### config.mk
export PLATFORM = sky130hd
export DESIGN_NAME = alu_operand_stage
export DESIGN_NICKNAME = d
export VERILOG_FILES = /design/src/rtl/alu_operand_stage_pkg.sv /design/src/rtl/alu_operand_stage_alu_op_decode.sv /design/src/rtl/alu_operand_stage.sv
export SDC_FILE = /design/constraint.sdc
export NUM_CORES = 1
export LEC_CHECK = 0
export ABC_AREA = 1
export CORE_MARGIN = 4
export CORE_UTILIZATION = 45
export DETAILED_ROUTE_END_ITERATION = 7
export PLACE_DENSITY_LB_ADDON = 0.15
export SLEW_MARGIN = 30
export SYNTH_ARGS = -nofsm -noshare
export SYNTH_HDL_FRONTEND = slang
export SYNTH_SLANG_ARGS = --single-unit
### constraint.sdc
create_clock -name clk -period 3.05 [get_ports clk]
set_input_delay 0.61 -clock clk [delete_from_list [all_inputs] [get_ports clk]]
set_output_delay 0.61 -clock clk [all_outputs]
set_load 0.03 [all_outputs]
### src/rtl/alu_operand_stage_pkg.sv
// rtl/alu_operand_stage_pkg.sv - ALU operation, ALUOp and funct encodings shared with the ALU
package alu_operand_stage_pkg;

  localparam logic [3:0] OP_AND = 4'b0000;
  localparam logic [3:0] OP_OR  = 4'b0001;
  localparam logic [3:0] OP_ADD = 4'b0010;
  localparam logic [3:0] OP_SUB = 4'b0110;
  localparam logic [3:0] OP_SLT = 4'b0111;
  localparam logic [3:0] OP_NOR = 4'b1100;
  localparam logic [3:0] OP_BAD = 4'b1111;

  localparam logic [1:0] ALUOP_ADD  = 2'b00;
  localparam logic [1:0] ALUOP_SUB  = 2'b01;
  localparam logic [1:0] ALUOP_RTYP = 2'b10;
  localparam logic [1:0] ALUOP_RSVD = 2'b11;

  localparam logic [5:0] FUNCT_ADD = 6'b100000;
  localparam logic [5:0] FUNCT_SUB = 6'b100010;
  localparam logic [5:0] FUNCT_AND = 6'b100100;
  localparam logic [5:0] FUNCT_OR  = 6'b100101;
  localparam logic [5:0] FUNCT_SLT = 6'b101010;
  localparam logic [5:0] FUNCT_NOR = 6'b100111;

endpackage

### src/rtl/alu_operand_stage_alu_op_decode.sv
// rtl/alu_operand_stage_alu_op_decode.sv - combinational ALUOp/funct to ALU operation decode
module alu_op_decode
  import alu_operand_stage_pkg::*;
(
  input  logic [1:0] alu_op,
  input  logic [5:0] funct,
  output logic [3:0] operation,
  output logic       illegal
);

  always_comb begin
    operation = OP_BAD;
    illegal   = 1'b0;
    unique case (alu_op)
      ALUOP_ADD: operation = OP_ADD;
      ALUOP_SUB: operation = OP_SUB;
      ALUOP_RTYP: begin
        unique case (funct)
          FUNCT_ADD: operation = OP_ADD;
          FUNCT_SUB: operation = OP_SUB;
          FUNCT_AND: operation = OP_AND;
          FUNCT_OR:  operation = OP_OR;
          FUNCT_SLT: operation = OP_SLT;
          FUNCT_NOR: operation = OP_NOR;
          default:   illegal   = 1'b1;
        endcase
      end
      default: illegal = 1'b1;
    endcase
  end

endmodule

### src/rtl/alu_operand_stage.sv
// rtl/alu_operand_stage.sv - ID/EX register with operand forwarding, immediate select and ALU op decode
module alu_operand_stage
  import alu_operand_stage_pkg::*;
#(
  parameter int DW = 32,
  parameter int RW = 5
) (
  input  logic          clk,
  input  logic          rst_n,
  input  logic          in_valid,
  output logic          in_ready,
  input  logic [1:0]    alu_op,
  input  logic [5:0]    funct,
  input  logic          alu_src,
  input  logic [RW-1:0] rs_addr,
  input  logic [RW-1:0] rt_addr,
  input  logic [RW-1:0] rd_addr,
  input  logic [DW-1:0] rs_data,
  input  logic [DW-1:0] rt_data,
  input  logic [DW-1:0] imm,
  input  logic          exm_wr,
  input  logic [RW-1:0] exm_rd,
  input  logic [DW-1:0] exm_data,
  input  logic          mwb_wr,
  input  logic [RW-1:0] mwb_rd,
  input  logic [DW-1:0] mwb_data,
  input  logic          stall,
  input  logic          flush,
  output logic [DW-1:0] data_in1,
  output logic [DW-1:0] data_in2,
  output logic [3:0]    operation,
  output logic [DW-1:0] store_data,
  output logic [RW-1:0] rd_out,
  output logic          out_valid,
  output logic          illegal
);

  logic [3:0]    dec_op;
  logic          dec_illegal;
  logic [DW-1:0] rs_fwd, rt_fwd;

  logic [DW-1:0] data_in1_d, data_in1_q;
  logic [DW-1:0] data_in2_d, data_in2_q;
  logic [3:0]    operation_d, operation_q;
  logic [DW-1:0] store_data_d, store_data_q;
  logic [RW-1:0] rd_out_d, rd_out_q;
  logic          out_valid_d, out_valid_q;
  logic          illegal_d, illegal_q;

  alu_op_decode u_dec (
    .alu_op    (alu_op),
    .funct     (funct),
    .operation (dec_op),
    .illegal   (dec_illegal)
  );

  // Register 0 is hardwired, so a writeback targeting it must never be forwarded.
  always_comb begin
    rs_fwd = rs_data;
    if (rs_addr != '0) begin
      if (exm_wr && exm_rd == rs_addr)      rs_fwd = exm_data;
      else if (mwb_wr && mwb_rd == rs_addr) rs_fwd = mwb_data;
    end
    rt_fwd = rt_data;
    if (rt_addr != '0) begin
      if (exm_wr && exm_rd == rt_addr)      rt_fwd = exm_data;
      else if (mwb_wr && mwb_rd == rt_addr) rt_fwd = mwb_data;
    end
  end

  // Flush only clears the valid/illegal flags; the data registers hold.
  always_comb begin
    data_in1_d   = data_in1_q;
    data_in2_d   = data_in2_q;
    operation_d  = operation_q;
    store_data_d = store_data_q;
    rd_out_d     = rd_out_q;
    out_valid_d  = out_valid_q;
    illegal_d    = illegal_q;
    if (flush) begin
      out_valid_d = 1'b0;
      illegal_d   = 1'b0;
    end else if (!stall) begin
      data_in1_d   = rs_fwd;
      data_in2_d   = alu_src ? imm : rt_fwd;
      operation_d  = dec_op;
      store_data_d = rt_fwd;
      rd_out_d     = rd_addr;
      out_valid_d  = in_valid;
      illegal_d    = in_valid & dec_illegal;
    end
  end

  always_ff @(posedge clk) begin
    if (!rst_n) begin
      data_in1_q   <= '0;
      data_in2_q   <= '0;
      operation_q  <= OP_ADD;
      store_data_q <= '0;
      rd_out_q     <= '0;
      out_valid_q  <= 1'b0;
      illegal_q    <= 1'b0;
    end else begin
      data_in1_q   <= data_in1_d;
      data_in2_q   <= data_in2_d;
      operation_q  <= operation_d;
      store_data_q <= store_data_d;
      rd_out_q     <= rd_out_d;
      out_valid_q  <= out_valid_d;
      illegal_q    <= illegal_d;
    end
  end

  assign in_ready   = !stall;
  assign data_in1   = data_in1_q;
  assign data_in2   = data_in2_q;
  assign operation  = operation_q;
  assign store_data = store_data_q;
  assign rd_out     = rd_out_q;
  assign out_valid  = out_valid_q;
  assign illegal    = illegal_q;

endmodule
# --- Word level (Yosys, flattened, before mapping) ---
# Cells that the tools add are included.
totals:
  regBits: 107
  output_inout_bits: 108
  word_cells: 46
op_classes:
  n_eq_ne: 12
  mux: 11
  bitwise: 4
  n_reduce_logical: 12
ops:
  columns: ["operator", "n"]
  rows:
  - ["$mux W32", 7]
  - ["$eq A6 B6 Y1 const B", 6]
  - ["$pmux W4 S6", 1]
  - ["$eq A5 B5 Y1", 4]
  - ["$pmux W4 S3", 1]
  - ["$reduce_bool A5 Y1", 2]
  - ["$reduce_or A6 Y1", 1]
  - ["$logic_and A1 B1 Y1", 4]
  - ["$reduce_or A2 Y1", 2]
  - ["$not A1 Y1", 3]
  - ["$eq A2 B1 Y1 const B", 1]
  - ["$eq A2 B2 Y1 const B", 1]
  - ["$logic_not A2 Y1", 1]
  - ["$pmux W1 S2", 1]
  - ["$reduce_and A2 Y1", 1]
  - ["$and A1 B1 Y1", 1]
  - ["$logic_not A1 Y1", 1]
  - ["$mux W1", 1]

# --- Logic depth before layout (Yosys ltp) ---
depth:
  depth_word: 6
  depth_mapped: 14
  mapped_depth_nobuf: 12

# --- Hierarchy ---
# Synthesis repeated with hierarchy kept, for this count alone.
hier_totals:
  cells_unflattened: 1224
  hier_area_um2: 7094.3
by_module_without_submodules:
  columns: ["mod", "instances", "cells_per_inst", "area_per_inst_um2", "seq_area_each_um2"]
  rows:
  - ["alu_operand_stage", 1, 1183, 6920.4, 2142.1]
  - ["alu_op_decode", 1, 41, 173.9, 0.0]

# --- Worst setup path after synthesis ---
# OpenSTA, ideal clock, no wires.
synth_timing:
  kind: "input port to flip-flop"
  startpoint: "input port rt_addr[0]"
  endpoint: "register data_in2_q[23], in the netlist data_in2[23]"
  arrival_time_ps: 1632
  required_ps: 2914
  path_slack_ps: 1283
  path_stages: 11
  path_cell_list: "inv_1 > nand2_1 > nor4_4 > inv_1 > nand2_2 > buf_6 > nand2_1 > nand2_1 > nand2_1 > nand2_1 > a21oi_2"
synth_between:
  elab_chain_len: 6
  word_cells_on_any_way: 9
  cone_classes: "eq/ne: 2; mux: 4; reduce/logical: 3"
synth_rtl:
  columns: ["element", "line_no", "text"]
  rows:
  - ["start: declaration", "alu_operand_stage.sv:16", "input logic [RW-1:0] rt_addr,"]
  - ["$eq A5 B5 Y1", "alu_operand_stage.sv:67", "else if (mwb_wr && mwb_rd == rt_addr) rt_fwd = mwb_data;"]
  - ["$logic_and A1 B1 Y1", "alu_operand_stage.sv:67", null]
  - ["$mux W32", "alu_operand_stage.sv:67", null]
  - ["$mux W32", "alu_operand_stage.sv:66", "if (exm_wr && exm_rd == rt_addr) rt_fwd = exm_data;"]
  - ["$mux W32 (*)", "alu_operand_stage.sv:65", "if (rt_addr != '0) begin"]
  - ["$mux W32 (*)", "alu_operand_stage.sv:85", "data_in2_d = alu_src ? imm : rt_fwd;"]
  - ["end signal: assignment", "alu_operand_stage.sv:105", "data_in2_q <= data_in2_d;"]
  - ["end: declaration", "alu_operand_stage.sv:43", "logic [DW-1:0] data_in2_d, data_in2_q;"]
# Mark *: on every way between the ends. The rest lies on a longest branch, timed or not.
# A chain may end at the register's enable or synchronous reset.

# --- Worst setup path after layout ---
layout_timing:
  startpoint: "input port stall"
  endpoint: "output port in_ready"
layout_between:
  elab_chain_len: 1
layout_rtl:
  columns: ["element", "line_no", "text"]
  rows:
  - ["start: declaration", "alu_operand_stage.sv:27", "input logic stall,"]
  - ["$logic_not A1 Y1", "alu_operand_stage.sv:114", "assign in_ready = !stall;"]
  - ["end: declaration", "alu_operand_stage.sv:11", "output logic in_ready,"]
# Every way passes these cells.

==> flow_metrics.tcl <==
set metrics [dict create \
    globalRouteOverflowTotal 0 \
    fp.dieH_um 130 \
    crit_path_max_incr_delay_ns 0.68 \
    grt_use_total 0.282 \
    seqCellArea_um2 2140 \
    rsz0062_at_grt "false" \
    hold_viol_final 0 \
    grt_max_degree 108 \
    core_um2 14500 \
    cts_setup_buffers 0 \
    crit_path_cell_trace "clkdlybuf4s50_1 -> inv_1 -> clkdlybuf4s50_1" \
    cts-buffers-inserted 9 \
    routed_wl_um 24700 \
    max_cap_viol_count 0 \
    whs_ns 0.451 \
    grt_pass1_vias 7497 \
    ctsHoldBuffers 0 \
    multiInputGateArea_um2 3690 \
    cts_max_path_buffers 2 \
    cp_max_fo 4 \
    critPathLaunch "stall" \
    synth.distinct_cells 24 \
    cts_resized 0 \
    via_per_inst 5.01 \
    r2r_slack_ns 2.35 \
    yosysWarnings 0 \
    antenna_found_initial 1 \
    slew-limit-headroom 0.534 \
    vias 7949 \
    start_kind "input port" \
    fin_worst_skew_ns 0 \
    ff2ff_path_depth 2 \
    leakage_uw 0.00445 \
    cp.required_ns 2.44 \
    ys_seq_elements 107 \
    r2r-end "store_data[28]" \
    period_minus_slack_ns 2.54 \
    outcome "complete, no violations" \
    start_util 0.459 \
    fin_util 0.695 \
    drt_iter0_markers 435 \
    min_period_over_period 0.831 \
    cts_tree "done" \
    syn_area_per_cell_um2 5.86 \
    worst_setup_path_end_kind "primary output" \
    drtPass1Iterations 5 \
    layout_setup_ws_ns 0.514 \
    fillers 1332 \
    power_density_nw_per_um2 376 \
    die_area_um2 16800 \
    gp_congestion 0.923 \
    cts_root_buf "clkbuf_16" \
    synthCells 1134 \
    drv_slew 0 \
    critPathSlowestCell "clkdlybuf4s50_1" \
    num_rows 44 \
    tightest_slew_ns 0.699 \
    clock_tree.htree_level_count 3 \
    layout-drive-gt1-share 0.0721 \
    place_hpwl_um 18500 \
    synth_nets 1335 \
    ys_seq_area_frac 0.322 \
    die_w_um 130 \
    synthToLayoutAreaGrowth_pct 51.4 \
    syn_area_um2 6650 \
    vdd_drop_max_mv 0.241 \
    final_nets 1596 \
    crit_arrival_ns 1.93 \
    wl_per_cell_um 15.6 \
    drc 0 \
    place_ws_ns 0.252 \
    hold_class "reg -> reg" \
    clock_sinks 107 \
    tns_ns 0 \
    detail-route-antenna-nets 0 \
    fmax_ghz 0.394 \
    clk_latency_ns 0.35 \
    ios 309 \
    path_clk_slew_ns 0.08 \
    crit_top_cell "clkdlybuf4s50_1" \
    grt_pass1_wl_um 37400 \
    setup_violations 0 \
    cp-endpoint "in_ready" \
    critPathKind "in -> out" \
    r2r_start "store_data[28]" \
    portBuffers 308 \
]
==> registers in the layout, summed over array words and instances, names as in the netlist <==
| register | cells |
|---|---|
| data_in1 | 32 |
| data_in2 | 32 |
| illegal | 1 |
| operation | 4 |
| out_valid | 1 |
| rd_out | 5 |
| store_data | 32 |
==> stage by stage <==
stage	instances	total power, µW	instance area [µm²]
3_3_place_gp	1568	2620	9770
6_report	1586	3780	10100
5_1_grt	1585	3940	10100
3_5_place_dp	1568	2630	9770
2_1_floorplan	1134	2090	6650
4_1_cts	1584	3800	10100
==> critical path: cells and delay by family <==
| kind | cells | cell delay (ns) |
|---|---|---|
| buffers and inverters | 3 | 1.31 |
==> cell type report <==
class,instances,area share
inverter,127,0.0476
multi-input combinational,829,0.367
timing repair buffer,321,0.321
tap,184,0.0229
sequential,107,0.213
clock inverter,7,0.00585
antenna,2,0.000497
clock buffer,9,0.0224
==> cells by family (layout without fill, tap and decap cells) <==
group,count (synthesis),in the layout,share of synthesized area
and+or+nand+nor,617,617,0.375
AOI/OAI and AO/OA,212,212,0.178
DFF,107,107,0.322
buffers and inverters,198,464,0.124
other,0,2,0
==> synth_stat cells <==
cell | instances | share of area
o21ai_0 | 106 | 0.080
buf_6 | 7 | 0.012
nor2_2 | 28 | 0.026
nand4_1 | 6 | 0.0056
nand3_1 | 43 | 0.032
a21oi_2 | 30 | 0.040
or2_2 | 1 | 0.00094
nand3b_1 | 1 | 0.0011
nor3_1 | 1 | 0.00075
o22ai_1 | 2 | 0.0019
inv_2 | 5 | 0.0028
nor4_4 | 1 | 0.0032
buf_4 | 4 | 0.0045
nand2_2 | 1 | 0.00094
nand3_2 | 2 | 0.0030
nor2_1 | 195 | 0.11
nand2_1 | 338 | 0.19
dfxtp_1 | 107 | 0.32
clkbuf_1 | 47 | 0.027
buf_2 | 13 | 0.0098
o211ai_1 | 2 | 0.0023
a21oi_1 | 71 | 0.053
a31oi_1 | 1 | 0.00094
inv_1 | 122 | 0.069
==> cells in the final DEF, fill, tap and decap left out, types with 6 or more instances in the layout <==
master | synthesis | layout
nor2_1 | 195 | 194
buf_4 | 4 | 9
nand2_1 | 338 | 338
a21oi_1 | 71 | 71
nor2_2 | 28 | 28
a21oi_2 | 30 | 30
nand3_1 | 43 | 42
clkbuf_16 | 0 | 9
o21ai_0 | 106 | 106
nand4_1 | 6 | 6
clkdlybuf4s50_1 | 0 | 308
inv_1 | 122 | 120
dfxtp_1 | 107 | 107
==> per-layer routing <==
| layer | routed length [µm] | part of all wire | track usage | vias up |
|---|---|---|---|---|
| li1 | - | - | - | 4030 |
| met1 | 9530 | 0.39 | 0.323 | 3575 |
| met2 | 12000 | 0.49 | 0.502 | 299 |
| met3 | 2260 | 0.091 | 0.0717 | 45 |
| met4 | 852 | 0.035 | 0.112 | 0 |
| met5 | 0 | 0 | 0 | - |
==> where the power goes <==
part	total (µW)	switching [µW]	internal (µW)
Combinational	1080	578	505
Sequential	1520	42.1	1480
Clock	1170	604	571
Total	3780	1220	2550
==> worst min path at each step <==
stage,start,endpoint,slack (ns),cells after the start
after floorplan,illegal,illegal,0.58,2
after global placement,illegal,illegal,0.44,2
after detailed placement,illegal,illegal,0.44,2
after CTS,illegal,illegal,0.45,2
after global routing,illegal,illegal,0.47,2
final,illegal,illegal,0.45,2
Power figures use the tool's default switching activity.
